<file path="config.mk">
export PLATFORM = sky130hd
export DESIGN_NAME = micro_sequencer_flat
export DESIGN_NICKNAME = d
export VERILOG_FILES = /design/src/rtl/micro_sequencer_if.sv /design/src/rtl/micro_sequencer.sv /design/src/flat_wrapper.sv
export SDC_FILE = /design/constraint.sdc
export NUM_CORES = 1
export LEC_CHECK = 0
export CAP_MARGIN = 5
export CORE_AREA = 8 8 82 84
export DETAILED_ROUTE_END_ITERATION = 6
export DIE_AREA = 0 0 90 92
export MAX_ROUTING_LAYER = met4
export PLACE_DENSITY = 0.74
export REMOVE_ABC_BUFFERS = 1
export SKIP_LAST_GASP = 1
export SLEW_MARGIN = 5
export SYNTH_ARGS = -nofsm -noshare
export SYNTH_HDL_FRONTEND = slang
export SYNTH_SLANG_ARGS = --single-unit
</file>
<file path="constraint.sdc">
create_clock -name clk -period 2.2 [get_ports clk]
set_clock_uncertainty 0.2 [all_clocks]
set_input_delay 0.33 -clock clk [delete_from_list [all_inputs] [get_ports clk]]
set_output_delay 0.33 -clock clk [all_outputs]
set_load 0.01 [all_outputs]
</file>
<file path="src/rtl/micro_sequencer_if.sv">
// Sequencing bus between the microinstruction decode stage (master) and the
// micro-sequencer (slave).
interface micro_sequencer_if #(
   parameter int ADDR_W      = 8,
   parameter int STACK_DEPTH = 4
);
   localparam int DEPTH_W = $clog2(STACK_DEPTH) + 1;

   logic              stall;
   logic              status;
   logic [2:0]        seq_op;
   logic [ADDR_W-1:0] branch_addr;
   logic [ADDR_W-1:0] map_addr;
   logic [ADDR_W-1:0] upc;
   logic [DEPTH_W-1:0] stack_depth;
   logic              seq_err;

   modport master (
      output stall, status, seq_op, branch_addr, map_addr,
      input  upc, stack_depth, seq_err
   );

   modport slave (
      input  stall, status, seq_op, branch_addr, map_addr,
      output upc, stack_depth, seq_err
   );
endinterface

</file>
<file path="src/rtl/micro_sequencer.sv">
// Micro-program counter with a bounded return-address stack, conditional
// branching, opcode mapping and a sticky overflow/underflow error flag.
module micro_sequencer #(
   parameter int ADDR_W      = 8,
   parameter int STACK_DEPTH = 4
) (
   input logic               clk,
   input logic               reset_n,
   micro_sequencer_if.slave  seq
);
   localparam int PTR_W   = $clog2(STACK_DEPTH);
   localparam int DEPTH_W = PTR_W + 1;

   typedef enum logic [2:0] {
      OP_NEXT  = 3'b000,
      OP_JUMP  = 3'b001,
      OP_CJUMP = 3'b010,
      OP_MAP   = 3'b011,
      OP_CALL  = 3'b100,
      OP_CCALL = 3'b101,
      OP_RET   = 3'b110,
      OP_WAIT  = 3'b111
   } seq_op_e;

   seq_op_e            op;
   logic [ADDR_W-1:0]  upc_q, upc_next, upc_inc;
   logic [DEPTH_W-1:0] depth_q, depth_next;
   logic               err_q, err_next;
   logic               push;
   logic [PTR_W-1:0]   push_idx, top_idx;
   logic [ADDR_W-1:0]  stack_mem [STACK_DEPTH];

   assign op       = seq_op_e'(seq.seq_op);
   assign upc_inc  = upc_q + ADDR_W'(1);
   assign push_idx = depth_q[PTR_W-1:0];
   assign top_idx  = PTR_W'(depth_q - DEPTH_W'(1));

   always_comb begin
      // NOTE: every output of this block gets a default first so no path leaves it unassigned (no latch).
      upc_next   = upc_q;
      depth_next = depth_q;
      err_next   = err_q;
      push       = 1'b0;
      case (op)
         OP_NEXT:  upc_next = upc_inc;
         OP_JUMP:  upc_next = seq.branch_addr;
         OP_CJUMP: upc_next = seq.status ? seq.branch_addr : upc_inc;
         OP_MAP:   upc_next = seq.map_addr;
         OP_CALL, OP_CCALL: begin
            if (op == OP_CCALL && !seq.status) begin
               upc_next = upc_inc;
            end else if (depth_q == DEPTH_W'(STACK_DEPTH)) begin
               // Overflow: flag it and hold both upc and the stack.
               err_next = 1'b1;
            end else begin
               push       = 1'b1;
               depth_next = depth_q + DEPTH_W'(1);
               upc_next   = seq.branch_addr;
            end
         end
         OP_RET: begin
            if (depth_q == '0) begin
               err_next = 1'b1;
               upc_next = '0;
            end else begin
               depth_next = depth_q - DEPTH_W'(1);
               upc_next   = stack_mem[top_idx];
            end
         end
         OP_WAIT:  upc_next = seq.status ? upc_inc : upc_q;
      endcase
   end

   // NOTE: sequential state uses non-blocking assignments so all registers update from pre-edge values.
   always_ff @(posedge clk or negedge reset_n) begin
      if (!reset_n) begin
         upc_q   <= '0;
         depth_q <= '0;
         err_q   <= 1'b0;
      end else if (!seq.stall) begin
         upc_q   <= upc_next;
         depth_q <= depth_next;
         err_q   <= err_next;
      end
   end

   // NOTE: stack storage has no reset; entries above the depth count are never read.
   always_ff @(posedge clk) begin
      if (push && !seq.stall) begin
         stack_mem[push_idx] <= upc_inc;
      end
   end

   assign seq.upc         = upc_q;
   assign seq.stack_depth = depth_q;
   assign seq.seq_err     = err_q;
endmodule

</file>
<file path="src/flat_wrapper.sv">
// flat-port wrapper written by rule: the top's interface ports become plain ports
module micro_sequencer_flat 
#(
   parameter int ADDR_W      = 8,
   parameter int STACK_DEPTH = 4
)
  (clk, reset_n, seq_stall, seq_status, seq_seq_op, seq_branch_addr, seq_map_addr, seq_upc, seq_stack_depth, seq_seq_err);
  micro_sequencer_if #(.ADDR_W(ADDR_W), .STACK_DEPTH(STACK_DEPTH)) seq_i ();
  input logic clk;
  input logic reset_n;
  input wire logic [$bits(seq_i.stall)-1:0] seq_stall;
  input wire logic [$bits(seq_i.status)-1:0] seq_status;
  input wire logic [$bits(seq_i.seq_op)-1:0] seq_seq_op;
  input wire logic [$bits(seq_i.branch_addr)-1:0] seq_branch_addr;
  input wire logic [$bits(seq_i.map_addr)-1:0] seq_map_addr;
  output wire logic [$bits(seq_i.upc)-1:0] seq_upc;
  output wire logic [$bits(seq_i.stack_depth)-1:0] seq_stack_depth;
  output wire logic [$bits(seq_i.seq_err)-1:0] seq_seq_err;
  assign seq_i.stall = seq_stall;
  assign seq_i.status = seq_status;
  assign seq_i.seq_op = seq_seq_op;
  assign seq_i.branch_addr = seq_branch_addr;
  assign seq_i.map_addr = seq_map_addr;
  assign seq_upc = seq_i.upc;
  assign seq_stack_depth = seq_i.stack_depth;
  assign seq_seq_err = seq_i.seq_err;
  micro_sequencer #(.ADDR_W(ADDR_W), .STACK_DEPTH(STACK_DEPTH)) u_core (.clk(clk), .reset_n(reset_n), .seq(seq_i));
endmodule
</file>
==> results.md <==
- Status: complete, no violations
- Crit path largest cell delay: 0.38 ns
- Sequential area share after synthesis: 49.1%
- Final min period: 2.09 ns
- Min-Delay Path Class: input port to asynchronous set/reset pin
- Vias in the first global route: 2011
- Top-area cell type share of the netlist area: 37.4%
- Port bufs: 34
- DRT Pass-1 Iters: 4
- Area grow syn2layout: 26.4%
- Clk Latency, worst-skew pair: 0.30 ns
- Share of layout cells above drive strength 1: 18.7%
- CP Max Fanout: 8
- Final Hold Fails: 0
- ANT cells: 0
- Max Freq: 0.478 GHz
- CTS max path bufs: 2
- Required time worst endpoint: 1.95 ns
- Multi-input logic area: 1210 um2
- Worst slew margin relative to its limit: 62.0%
- Static Leak: 0.00121 uW
- Worst EP arrival: 1.84 ns
- WS Path Type: register to register
- GPL Wtd Cong: 0.871
- Postcts setup bufs: 0
- Startpoint Class: register
- Final Cycle Share: 95.0%
- TritonCTS buffer count: 5
- Clock sinks: 44
- FF/Latch Area: 1260 um2
- Synthesized area per cell: 11.5 um2
- WL final: 6290 um
- Critical path's slowest cell: and2_1
- Netlist cell types: 50
- #FFs+latches synth: 44
- Cell with the most instances after synthesis: edfxtp_1
- Via count: 1990
- GR Overflow Total: 0
- DPL Wire Length: 4600 um
- Final Worst Setup Slack: 0.109 ns
- Worst-path cell chain: inv_1, ha_4, and2_1, nor4_1, buf_4, and2_1
- Top post-synthesis cells by area: edfxtp_1 37%, dfrtp_1 12%, mux4_2 7.0%
- Hold-fix buffers, CTS: 0
- Largest net degree at the start of global routing: 20
- Worst-margin pin slew: 0.568 ns
- # IOs: 35
- CTS clk-pin slew, worst paths: 0.09 ns
- Most used cell, CP: and2_1
- Number of max-cap violations: 0
- First-pass GRT wire length: 10500 um
- Die width: 90 um
- Top FF cell, synth: edfxtp_1
- Initial antenna violation count: 0
- # rows: 27
- Area of the core: 5410 um2
- Max VDD drop: 0.588 mV
- TritonCTS clock tree: done
- Initial core utilization: 47.5%
- Post-synth top cells: 32 x edfxtp_1, 16 x nand2_1, 12 x dfrtp_1
- Routed len/inst: 18.0 um
- Gr usage total: 16.2%
- Synthesized cell area: 2570 um2
- DR iter-0 viols: 124
- Unrepaired setup endpoints after global routing: false
- Total negative slack: 0 ns
- PwrDens: 909 nW/um2
- Cells after synthesis: 223
- Pre-CTS setup slack: -0.200 ns
- # H-tree levels: 2
- Via/cell ratio: 5.69
- Die area: 8280 um2
- R2R cell count: 6
- Remaining DRCs: 0
- EDFF count, synth: 32
- Yosys Warn Count: 0
- CTS Root Cell: clkbuf_8
- Max-slew violations: 0
- Final nets: 306
- Core Util, Final: 60.0%
- Setup violations, final: 0
- Routed Antenna Nets: 0
- Die H: 92 um
- FFs w/ async S/R, synth: 27.3%
- Fillers: 467
- Cell taking the most area after synthesis: edfxtp_1
- Crit path capture type: register
[critical path, delay by kind of cell, from the launching register on]
family / cells / cell delay [ns]
flip-flops: 1 / 0.35
AND/OR/NAND/NOR: 3 / 0.79
adder cells (fa/ha/maj): 1 / 0.17
buffers and inverters: 2 / 0.25
[final cells by class]
cell class,instances,area share [%]
inverters,10,1.16
well taps,72,2.78
clock inverters,3,0.578
clock buffers,5,2.12
repair buffers,63,17.2
flip-flops and latches,44,38.9
multi-input cells,153,37.3
[flip-flops by register name (all words and copies together), names as in the netlist]
register / flops
u_core.seq.seq_err: 1
u_core.seq.stack_depth: 3
u_core.stack_mem: 32
u_core.seq.upc: 8
[what timing repair did]
action,CTS,global route
endpoints found under the hold margin,0,0
resized for setup,1,6
setup endpoints to repair,1,20
gates cloned,0,0
[routing by layer]
metal  GRT usage [%]  wire length (um)  up-vias
met3            3.50               310        4
met4            3.33                27        0
met2            26.1              2960       70
met1            20.6              2990      958
met5               -                 0        -
li1                -                 -      958
[cell families after synthesis]
family	after synthesis	share of synthesized area, %
compound gates	55	15.7
xor+xnor	6	2.05
fa+ha+maj	11	4.87
buf+inv	26	4.68
flops	44	49.1
mux	13	9.11
simple gates	68	14.4
[power breakdown]
group | total, uW | switching, uW | internal (uW)
combinational | 1330 | 654 | 674
sequential | 1120 | 78.1 | 1040
clock | 499 | 280 | 219
[cells in the final DEF (no fill, tap or decap), drive strengths merged, types with 4 or more instances in the layout]
cell type,Yosys,layout
a21oi,8,8
maj3,5,5
nand2,16,16
or2,4,4
mux4,8,8
nor2,8,8
nand2b,4,4
edfxtp,32,32
ha,6,6
nor3,6,6
nand3,9,9
clkbuf,2,5
o21ai,12,12
dfrtp,12,12
o211ai,10,10
xnor2,4,4
and2,5,5
buf,14,29
clkdlybuf4s50,0,34
inv,10,10
[worst paths after layout]
kind                                            from                         to  slack (ns)
max                        u_core.seq.stack_depth[0]     u_core.stack_mem[0][5]        0.11
min                                          reset_n          u_core.seq.upc[6]        0.19
max reg2reg                u_core.seq.stack_depth[0]     u_core.stack_mem[0][5]        0.11
min reg2reg                       u_core.seq.seq_err         u_core.seq.seq_err        0.27
max in group asynchronous                    reset_n  u_core.seq.stack_depth[0]        1.24
min in group clk                  u_core.seq.seq_err         u_core.seq.seq_err        0.27
[stage by stage]
step / hold WS, ns / area (um2) / instances / total power, uW
after global placement: 0.247 / 3130 / 342 / 2420
after global routing: 0.244 / 3240 / 350 / 3130
final: 0.191 / 3240 / 350 / 2950
after detailed placement: 0.250 / 3130 / 342 / 2440
after CTS: 0.203 / 3220 / 350 / 2940
after floorplan: -0.166 / 2480 / 207 / 1860
Note: power is estimated with default switching activity, not from simulation.
